===== config.mk =====
export PLATFORM = sky130hd
export DESIGN_NAME = obstacle_pool
export DESIGN_NICKNAME = d
export VERILOG_FILES = /design/src/rtl/obstacle_pkg.sv /design/src/rtl/lfsr16.sv /design/src/rtl/obstacle_pool.sv
export SDC_FILE = /design/constraint.sdc
export NUM_CORES = 1
export LEC_CHECK = 0
export CAP_MARGIN = 10
export CORE_ASPECT_RATIO = 0.6
export CORE_MARGIN = 2
export CORE_UTILIZATION = 42
export DETAILED_ROUTE_END_ITERATION = 12
export PLACE_DENSITY_LB_ADDON = 0.05
export SLEW_MARGIN = 20
export SYNTH_ARGS = -nofsm -noshare
export SYNTH_HDL_FRONTEND = slang
export SYNTH_SLANG_ARGS = --single-unit

===== constraint.sdc =====
create_clock -name Clk -period 5.5 [get_ports Clk]
set_input_delay 1.1 -clock Clk [delete_from_list [all_inputs] [get_ports Clk]]
set_output_delay 1.1 -clock Clk [all_outputs]
set_load 0.05 [all_outputs]

===== src/rtl/obstacle_pkg.sv =====
// Shared types and LFSR step for the falling-obstacle pool.
package obstacle_pkg;
   typedef logic [9:0] coord_t;
   typedef logic [3:0] speed_t;

   typedef struct packed {
      coord_t x;
      coord_t y;
      speed_t speed;
      logic   active;
   } obj_t;

   localparam logic [15:0] LFSR_TAPS = 16'hB400;

   // Right-shifting Galois step: feedback bit is the bit shifted out.
   function automatic logic [15:0] lfsr_next(input logic [15:0] s);
      return s[0] ? ((s >> 1) ^ LFSR_TAPS) : (s >> 1);
   endfunction
endpackage


===== src/rtl/lfsr16.sv =====
// 16-bit Galois LFSR supplying spawn position and speed bits.
module lfsr16
   import obstacle_pkg::*;
#(
   parameter logic [15:0] SEED = 16'hACE1
) (
   input  logic        Clk,
   input  logic        Reset,
   input  logic        advance,
   output logic [15:0] o_state
);
   logic [15:0] r_state;

   always_ff @(posedge Clk) begin
      if (Reset)
         r_state <= SEED;
      else if (advance)
         r_state <= lfsr_next(r_state);
   end

   assign o_state = r_state;
endmodule


===== src/rtl/obstacle_pool.sv =====
// Pool of falling obstacles: periodic pseudo-random spawn, per-frame descent,
// retirement on bottom exit or collision hit.
module obstacle_pool
   import obstacle_pkg::*;
#(
   parameter int          NUM_OBJ        = 4,
   parameter int          OBJ_SIZE       = 20,
   parameter int          X_MIN          = 3,
   parameter int          X_MAX          = 636,
   parameter int          Y_MIN          = 3,
   parameter int          Y_MAX          = 476,
   parameter int          SPAWN_INTERVAL = 60,
   parameter int          MAX_SPEED      = 4,
   parameter logic [15:0] LFSR_SEED      = 16'hACE1
) (
   input  logic                      Clk,
   input  logic                      Reset,
   input  logic                      frame_tick,
   input  logic                      enable,
   input  logic [NUM_OBJ-1:0]        hit,
   output logic [NUM_OBJ-1:0][9:0]   obj_x,
   output logic [NUM_OBJ-1:0][9:0]   obj_y,
   output logic [NUM_OBJ-1:0][3:0]   obj_speed,
   output logic [NUM_OBJ-1:0]        obj_active,
   output logic [9:0]                object_Size,
   output logic [15:0]               dodged_count,
   output logic                      spawn_missed
);
   localparam int     CNT_W  = (SPAWN_INTERVAL > 1) ? $clog2(SPAWN_INTERVAL) : 1;
   localparam int     IDX_W  = (NUM_OBJ > 1) ? $clog2(NUM_OBJ) : 1;
   localparam int     EXIT_W = $clog2(NUM_OBJ + 1);
   localparam coord_t Y_EXIT = coord_t'(Y_MAX - OBJ_SIZE);
   localparam coord_t X_LIM  = coord_t'(X_MAX - OBJ_SIZE);
   localparam coord_t Y_INIT = coord_t'(Y_MIN);

   generate
      if (Y_MAX + MAX_SPEED >= 1024) begin : g_bad_width
         $error("obstacle_pool: Y_MAX + MAX_SPEED must be below 1024");
      end
   endgenerate

   obj_t              r_obj [NUM_OBJ];
   obj_t              w_obj_nxt [NUM_OBJ];
   logic [CNT_W-1:0]  r_spawn_cnt;
   logic [15:0]       r_dodged;
   logic              r_missed;

   logic              w_tick;
   logic              w_spawn;
   logic              w_free_found;
   logic [IDX_W-1:0]  w_free_idx;
   logic [EXIT_W-1:0] w_exit_cnt;
   logic [16:0]       w_dodged_sum;
   logic [15:0]       w_r;
   logic [10:0]       w_x_raw;
   coord_t            w_spawn_x;
   speed_t            w_spawn_spd;

   lfsr16 #(.SEED(LFSR_SEED)) u_lfsr (
      .Clk     (Clk),
      .Reset   (Reset),
      .advance (w_tick),
      .o_state (w_r)
   );

   assign w_tick  = frame_tick & enable;
   assign w_spawn = w_tick && (r_spawn_cnt == CNT_W'(SPAWN_INTERVAL - 1));

   assign w_x_raw     = 11'(X_MIN) + {2'b00, w_r[8:0]};
   assign w_spawn_x   = (w_x_raw > {1'b0, X_LIM}) ? X_LIM : w_x_raw[9:0];
   assign w_spawn_spd = ({1'b0, w_r[14:12]} & speed_t'(MAX_SPEED - 1)) + speed_t'(1);

   // Eligibility uses the registered state, so slots freed this cycle wait a tick.
   always_comb begin
      w_free_found = 1'b0;
      w_free_idx   = '0;
      for (int i = NUM_OBJ - 1; i >= 0; i--) begin
         if (!r_obj[i].active) begin
            w_free_found = 1'b1;
            w_free_idx   = IDX_W'(i);
         end
      end
   end

   always_comb begin
      w_obj_nxt  = r_obj;
      w_exit_cnt = '0;
      for (int i = 0; i < NUM_OBJ; i++) begin
         if (hit[i] && r_obj[i].active) begin
            w_obj_nxt[i].active = 1'b0;
         end else if (w_tick && r_obj[i].active) begin
            if (r_obj[i].y > Y_EXIT) begin
               w_obj_nxt[i].active = 1'b0;
               w_exit_cnt          = w_exit_cnt + EXIT_W'(1);
            end else begin
               w_obj_nxt[i].y = r_obj[i].y + coord_t'(r_obj[i].speed);
            end
         end
      end
      // Target was inactive at cycle start, so it never collides with a move.
      if (w_spawn && w_free_found)
         w_obj_nxt[w_free_idx] = '{x: w_spawn_x, y: Y_INIT, speed: w_spawn_spd, active: 1'b1};
   end

   assign w_dodged_sum = {1'b0, r_dodged} + 17'(w_exit_cnt);

   always_ff @(posedge Clk) begin
      if (Reset) begin
         for (int i = 0; i < NUM_OBJ; i++)
            r_obj[i] <= '{x: '0, y: Y_INIT, speed: '0, active: 1'b0};
         r_spawn_cnt <= '0;
         r_dodged    <= '0;
         r_missed    <= 1'b0;
      end else begin
         r_obj    <= w_obj_nxt;
         r_dodged <= w_dodged_sum[16] ? 16'hFFFF : w_dodged_sum[15:0];
         if (w_spawn && !w_free_found)
            r_missed <= 1'b1;
         if (w_tick)
            r_spawn_cnt <= w_spawn ? '0 : r_spawn_cnt + CNT_W'(1);
      end
   end

   always_comb begin
      for (int i = 0; i < NUM_OBJ; i++) begin
         obj_x[i]      = r_obj[i].x;
         obj_y[i]      = r_obj[i].y;
         obj_speed[i]  = r_obj[i].speed;
         obj_active[i] = r_obj[i].active;
      end
   end

   assign object_Size  = coord_t'(OBJ_SIZE);
   assign dodged_count = r_dodged;
   assign spawn_missed = r_missed;
endmodule

# [Word level (Yosys, flattened, before mapping)]
# Index checks and enable logic that the tools add are counted.
[word_totals] reg_bits=139 input_bits=8 elab_cells=107 output_inout_bits=127
[op_classes] n_lt_le_gt_ge=7 bitwise_logic=3 mux=52 n_eq_ne=1 add_sub_neg=11 n_reduce_logical=13
[ops] operator="two-way mux 10 bit" n=13
[ops] operator="bitwise mux 100 bit" n=1
[ops] operator="two-way mux 90 bit" n=1
[ops] operator="demux 25 bit (select 2 bit)" n=1
[ops] operator="adder 10 x 4 -> 10 bit" n=4
[ops] operator="> comparator 10 x 9 -> 1 bit, second input constant" n=4
[ops] operator="two-way mux 16 bit" n=2
[ops] operator="two-way mux 3 bit" n=9
[ops] operator="two-way mux 25 bit" n=1
[ops] operator="two-way mux 1 bit" n=19
[ops] operator="adder 16 x 3 -> 17 bit" n=1
[ops] operator="logical AND 1 bit" n=12
[ops] operator="adder 2 x 9 -> 10 bit, first input constant" n=1
[ops] operator="> comparator 10 bit, second input constant" n=1
[ops] operator="adder 3 x 1 -> 3 bit, second input constant" n=3
[ops] operator="two-way mux 2 bit" n=4
[ops] operator="adder 6 x 1 -> 6 bit, second input constant" n=1
[ops] operator="equality test 6 bit, second input constant" n=1
[ops] operator="two-way mux 6 bit" n=1
[ops] operator="inverter 3 -> 4 bit" n=1
[ops] operator="adder 2 x 1 -> 3 bit, second input constant" n=1
[ops] operator="greater-or-equal comparator 3 bit, second input constant" n=1
[ops] operator="less-than comparator 3 x 1 -> 1 bit, second input constant" n=1
[ops] operator="inverter 2 -> 3 bit" n=1
[ops] operator="2 further kinds" n=2

# [Logic depth before layout (Yosys ltp)]
[depth] depth_word=18 ltp_mapped=18 ltp_nobuf=18

# [By module]
# From an unflattened synthesis, not the netlist that was laid out.
[unflattened] cells_unflattened=723 area_unflattened_um2=6657.6
[modules_own_cells] mod="obstacle_pool" area_per_inst_um2=6027.0 instances=1 cells_each=667 seq_area_each_um2=2382.3
[modules_own_cells] mod="lfsr16" area_per_inst_um2=630.6 instances=1 cells_each=56 seq_area_each_um2=320.3

# [Worst setup path after synthesis]
# No wires, ideal clock.
[synth_timing] path_kind="input port to flip-flop" from="input frame_tick" to="register r_dodged[11], in the netlist dodged_count[11]" arrival_time_ps=4183 path_stages=16 slack_ps=1185 t_required_ps=5367 setup_time_ps=133 path_cell_list="buf_4 > nand4b_1 > nor2_1 > ha_1 > a32oi_1 > o21ai_1 > ha_1 > mux2_4 > ha_1 > mux2_2 > ha_1 > a21o_1 > a21oi_1 > nor3_1 > xnor2_1 > a21oi_1"
[synth_between] elab_chain_len=18 word_cells_on_any_way=21 cone_classes="add/sub: 4; mux: 12; bitwise: 1; reduce/logical: 4"
[synth_rtl] item="start, declared" line="obstacle_pool.sv:18" rtl="input logic frame_tick,"
[synth_rtl] item="bitwise AND 1 bit *" line="obstacle_pool.sv:66" rtl="assign w_tick = frame_tick & enable;"
[synth_rtl] item="logical AND 1 bit" line="obstacle_pool.sv:91" rtl="end else if (w_tick && r_obj[i].active) begin"
[synth_rtl] item="two-way mux 1 bit" line="obstacle_pool.sv:91"
[synth_rtl] item="two-way mux 1 bit" line="obstacle_pool.sv:89" rtl="if (hit[i] && r_obj[i].active) begin"
[synth_rtl] item="adder 3 x 1 -> 3 bit" line="obstacle_pool.sv:94" rtl="w_exit_cnt = w_exit_cnt + EXIT_W'(1);"
[synth_rtl] item="two-way mux 3 bit" line="obstacle_pool.sv:92" rtl="if (r_obj[i].y > Y_EXIT) begin"
[synth_rtl] item="two-way mux 3 bit" line="obstacle_pool.sv:91"
[synth_rtl] item="two-way mux 3 bit" line="obstacle_pool.sv:89"
[synth_rtl] item="(+2 left out)"
[synth_rtl] item="two-way mux 3 bit" line="obstacle_pool.sv:91"
[synth_rtl] item="two-way mux 3 bit" line="obstacle_pool.sv:89"
[synth_rtl] item="adder 3 x 1 -> 3 bit" line="obstacle_pool.sv:94"
[synth_rtl] item="two-way mux 3 bit" line="obstacle_pool.sv:92"
[synth_rtl] item="two-way mux 3 bit" line="obstacle_pool.sv:91"
[synth_rtl] item="two-way mux 3 bit *" line="obstacle_pool.sv:89"
[synth_rtl] item="adder 16 x 3 -> 17 bit *" line="obstacle_pool.sv:105" rtl="assign w_dodged_sum = {1'b0, r_dodged} + 17'(w_exit_cnt);"
[synth_rtl] item="two-way mux 16 bit *" line="obstacle_pool.sv:116" rtl="r_dodged <= w_dodged_sum[16] ? 16'hFFFF : w_dodged_sum[15:0];"
[synth_rtl] item="end signal, assigned" line="obstacle_pool.sv:116"
[synth_rtl] item="end, declared" line="obstacle_pool.sv:45" rtl="logic [15:0] r_dodged;"
# Mark *: on every way between the ends. The rest lies on a longest branch, timed or not.
# A chain may end at the register's enable or synchronous reset.

# [Worst setup path after layout]
[layout_timing] from="input hit[0]" to="register r_dodged[15], in the netlist dodged_count[15]"
[layout_between] elab_chain_len=16
[layout_rtl] item="start, declared" line="obstacle_pool.sv:20" rtl="input logic [NUM_OBJ-1:0] hit,"
[layout_rtl] item="logical AND 1 bit *" line="obstacle_pool.sv:89"
[layout_rtl] item="two-way mux 1 bit *" line="obstacle_pool.sv:89"
[layout_rtl] item="adder 3 x 1 -> 3 bit" line="obstacle_pool.sv:94"
[layout_rtl] item="two-way mux 3 bit" line="obstacle_pool.sv:92"
[layout_rtl] item="two-way mux 3 bit" line="obstacle_pool.sv:91"
[layout_rtl] item="two-way mux 3 bit *" line="obstacle_pool.sv:89"
[layout_rtl] item="adder 3 x 1 -> 3 bit" line="obstacle_pool.sv:94"
[layout_rtl] item="two-way mux 3 bit" line="obstacle_pool.sv:92"
[layout_rtl] item="two-way mux 3 bit" line="obstacle_pool.sv:91"
[layout_rtl] item="two-way mux 3 bit *" line="obstacle_pool.sv:89"
[layout_rtl] item="adder 3 x 1 -> 3 bit" line="obstacle_pool.sv:94"
[layout_rtl] item="two-way mux 3 bit" line="obstacle_pool.sv:92"
[layout_rtl] item="two-way mux 3 bit" line="obstacle_pool.sv:91"
[layout_rtl] item="two-way mux 3 bit *" line="obstacle_pool.sv:89"
[layout_rtl] item="adder 16 x 3 -> 17 bit *" line="obstacle_pool.sv:105"
[layout_rtl] item="two-way mux 16 bit *" line="obstacle_pool.sv:116"
# Marks and branches as above.

==> summary.txt <==
Outcome
  • Outcome: complete, no violations

Global routing
  • Antenna violations before repair: 0
  • First-pass GRT wire length: 27.5 mm
  • Total grt overflow: 0
  • Total GRT Usage: 21.7%
  • GR Layer Usage met1: 32.0%
  • Gr busiest metal: met1
  • M3 GR Usage: 5.05%
  • Largest net degree at the start of global routing: 36
  • Vias in the first global route: 5156
  • Met2 global-route usage: 30.7%

Floorplan
  • Num rows: 34
  • Core ar.: 14700 um2
  • Die Y: 99.5 um
  • IO Pins: 135
  • DIE WIDTH: 163 um
  • Die ar.: 16200 um2
  • Initial core utilization: 43.5%

Placed design
  • RePlAce Congestion: 0.820
  • HPWL Detailed: 12.6 mm
  • Setup WS pre-CTS: 304 ps
  • IO Port Bufs: 120

Min path
  • Worst hold-check path type: reg -> reg
  • Hold Path Stages: 2

Clock network
  • Sink Count: 135
  • CTS tree: built
  • Num CTS Buffers: 17
  • Clock Tree Buf Depth: 2
  • Cts repair resizes: 0
  • Post-CTS Setup Bufs: 0
  • H-tree Lvls: 4
  • Clk root buf: clkbuf_16
  • Worst-Skew Late Latency: 420 ps
  • CTS clock-pin slew for the worst setup and hold paths: 60 ps
  • Hold buffer count at cts: 0

Setup path
  • CP Data Required Time: 5840 ps
  • Crit path max fanout: 7
  • CP Launch Type: primary input
  • Crit-path slowest cell: a21oi_1
  • Setup CP Type: in -> reg
  • Cell mode on critical path: ha_1
  • Setup crit end kind: flip-flop
  • R2R depth: 17
  • Largest stage delay on the critical path: 540 ps
  • Crit-path cells: clkdlybuf4s50_1 -> nand4b_1 -> nor2_1 -> ha_1 -> a32oi_1 -> o21ai_1 -> ha_1 -> mux2_4 -> ha_1 -> mux2_2 -> ha_1 -> a21o_1 -> a21oi_1 -> nor3_1 -> and3_1 -> nor3_1
  • Data arrival, critical path: 5140 ps

Power and ir drop
  • Power, Total: 2170 uW
  • Pwr per Cell Area: 264 nW/um2
  • Maximum VDD drop: 181 uV
  • Leak: 0.00313 uW

Detailed routing
  • Post-route DRC: 0
  • Vias: 5480
  • Final WL: 17.3 mm
  • Vias per cell: 5.32
  • WL/cell: 16.8 um
  • Initial DRC count: 346
  • Pre-Repair DR Iteration Count: 4
  • Post-route ant nets: 0

Final layout
  • # fillers: 1315
  • Share of cells above drive strength 1: 8.17%
  • N_diodes: 0
  • Total Nets Final: 853
  • Layout area overhead: 28.7%

STA
  • Max frequency: 208 MHz
  • Final min period: 4800 ps
  • Finish-stage setup viols: 0
  • Crit share post-route: 87.2%
  • Fin worst setup slack: 701 ps
  • Final hold slack: 455 ps
  • Final Hold Fails: 0
  • Clk_skew: 15.7 ps
  • RSZ-0062 raised after global routing: no
  • Relative slew slack: 34.3%
  • Slew @ Worst Pin: 984 ps
  • Slew Limit Fails: 0
  • Setup_tns: 0 ps

Yosys
  • Syn avg cell area: 9.06 um2
  • Ys async rst share: 0%
  • Unique cell type count in the Yosys netlist: 71
  • FF+latch count, synth: 135
  • EDFF count, synth: 0
  • Mapped cell area: 6380 um2
  • Synthesized instance count: 705
  • Synth warn: 0
  • Register area share after synthesis: 42.3%
  • Top_reg_cell synth: dfxtp_1

Job
  • Max-cap violation count: 0
-- kinds of logic (layout without fill, tap and decap cells) --
logic type               Yosys count  in the layout  synth area share (%)
AO/OA/AOI/OAI                    147            147                  16.3
XOR/XNOR                          45             45                  6.17
adder cells (fa/ha/maj)           26             26                  5.68
buffers and inverters             71            186                  5.62
flip-flops                       135            135                  42.3
multiplexers                       9              9                  1.53
other                              2             14                 0.118
AND/OR/NAND/NOR                  270            270                  22.2
-- synthesized netlist by cell type (3+ instances only) --
cell,instances,area [um2]
nand2b_1,3,18.8
inv_1,29,109
nand3_1,13,65.1
nor4_1,6,37.5
nand4_1,11,68.8
a211o_1,5,43.8
nor3_2,4,40.0
a22o_1,28,245
clkbuf_1,13,48.8
or3_1,3,18.8
nor3_1,18,90.1
a21oi_1,49,245
nand4b_1,4,35.0
ha_1,21,263
a211oi_1,4,30.0
a31oi_1,6,37.5
and3_1,12,75.1
buf_4,21,158
o21ai_1,3,15.0
xnor2_1,26,228
nor2_1,70,263
o31ai_1,4,30.0
xor2_1,19,166
nand3b_1,4,30.0
and4b_1,4,40.0
a21o_1,11,82.6
nor2b_1,5,31.3
mux2i_1,6,60.1
nand2_1,80,300
dfxtp_1,135,2700
fa_1,5,100
o21ai_0,17,85.1
buf_2,3,15.0
and2_1,10,62.6
-- worst paths after layout --
path	start	end	slack (ps)
setup / recovery	hit[0]	dodged_count[15]$_SDFF_PP0_	700
hold / removal	u_lfsr.o_state[10]$_SDFFE_PP1N_	u_lfsr.o_state[9]$_SDFFE_PP0N_	450
setup reg to reg	obj_y[1]$_SDFF_PP1_	dodged_count[15]$_SDFF_PP0_	930
hold reg to reg	u_lfsr.o_state[10]$_SDFFE_PP1N_	u_lfsr.o_state[9]$_SDFFE_PP0N_	450
-- critical path: cells and delay by family --
kind | cells | cell delay, ps
fa+ha+maj | 4 | 1120
compound gates | 4 | 1000
simple gates | 5 | 900
buf+inv | 1 | 450
mux | 2 | 540
-- cell type report --
class                   count  area [um2]  share of cell area (%)
inverters                  29         109                    1.32
well taps                 198         248                    3.01
flip-flops and latches    135        2700                    32.9
repair buffers            125        1230                    15.0
clock inverters            15         134                    1.63
clock buffers              17         425                    5.18
multi-input cells         511        3370                    41.0
-- sequential cells by signal, summed over array words and instances (netlist names) --
signal and flops:
obj_x 40, obj_y 40, dodged_count 16, u_lfsr.o_state 16, obj_speed 12, r_spawn_cnt 6
obj_active 4, spawn_missed 1
-- report_power, final --
group          switching (uW)  internal (uW)  total (uW)
sequential               9.93            985         995
combinational            68.6           21.4        90.0
clock                     490            595        1090
-- per-stage QoR --
stage                     std cells  cell area [um2]  utilization, %
after floorplan                 717             6430               -
after detailed placement        998             7660            52.2
after CTS                      1030             8220            56.0
after global routing           1030             8220            56.0
after global placement          998             7660            52.2
final                          1030             8220            56.0
-- per-layer routing --
metal,vias to the layer above,wire length (um)
met1,2633,8830
met2,151,7190
met3,19,1050
met5,-,0
li1,2677,-
met4,0,190
-- cells in the final DEF (no fill, tap or decap), types with 3 or more instances in the layout --
cell / netlist / final
mux2i_1: 6 / 6
clkinv_4: 0 / 4
xor2_1: 19 / 19
a211o_1: 5 / 5
ha_1: 21 / 21
fa_1: 5 / 5
nor3_1: 18 / 18
nand3_1: 13 / 13
conb_1: 2 / 14
xnor2_1: 26 / 26
nand4b_1: 4 / 4
clkbuf_16: 0 / 17
buf_4: 21 / 5
and2_1: 10 / 10
and3_1: 12 / 12
nor2b_1: 5 / 5
inv_1: 29 / 29
nor2_1: 70 / 70
o21ai_1: 3 / 3
nand3b_1: 4 / 4
nand4_1: 11 / 11
o21ai_0: 17 / 17
nor4_1: 6 / 6
a21o_1: 11 / 11
a22o_1: 28 / 28
a211oi_1: 4 / 4
a31oi_1: 6 / 6
nand2_1: 80 / 80
and4b_1: 4 / 4
nand2b_1: 3 / 3
clkdlybuf4s50_1: 0 / 119
or3_1: 3 / 3
o31ai_1: 4 / 4
a21oi_1: 49 / 49
inv_6: 0 / 7
dfxtp_1: 135 / 135
nor3_2: 4 / 4
No activity file was read; power rests on OpenSTA's default activity.
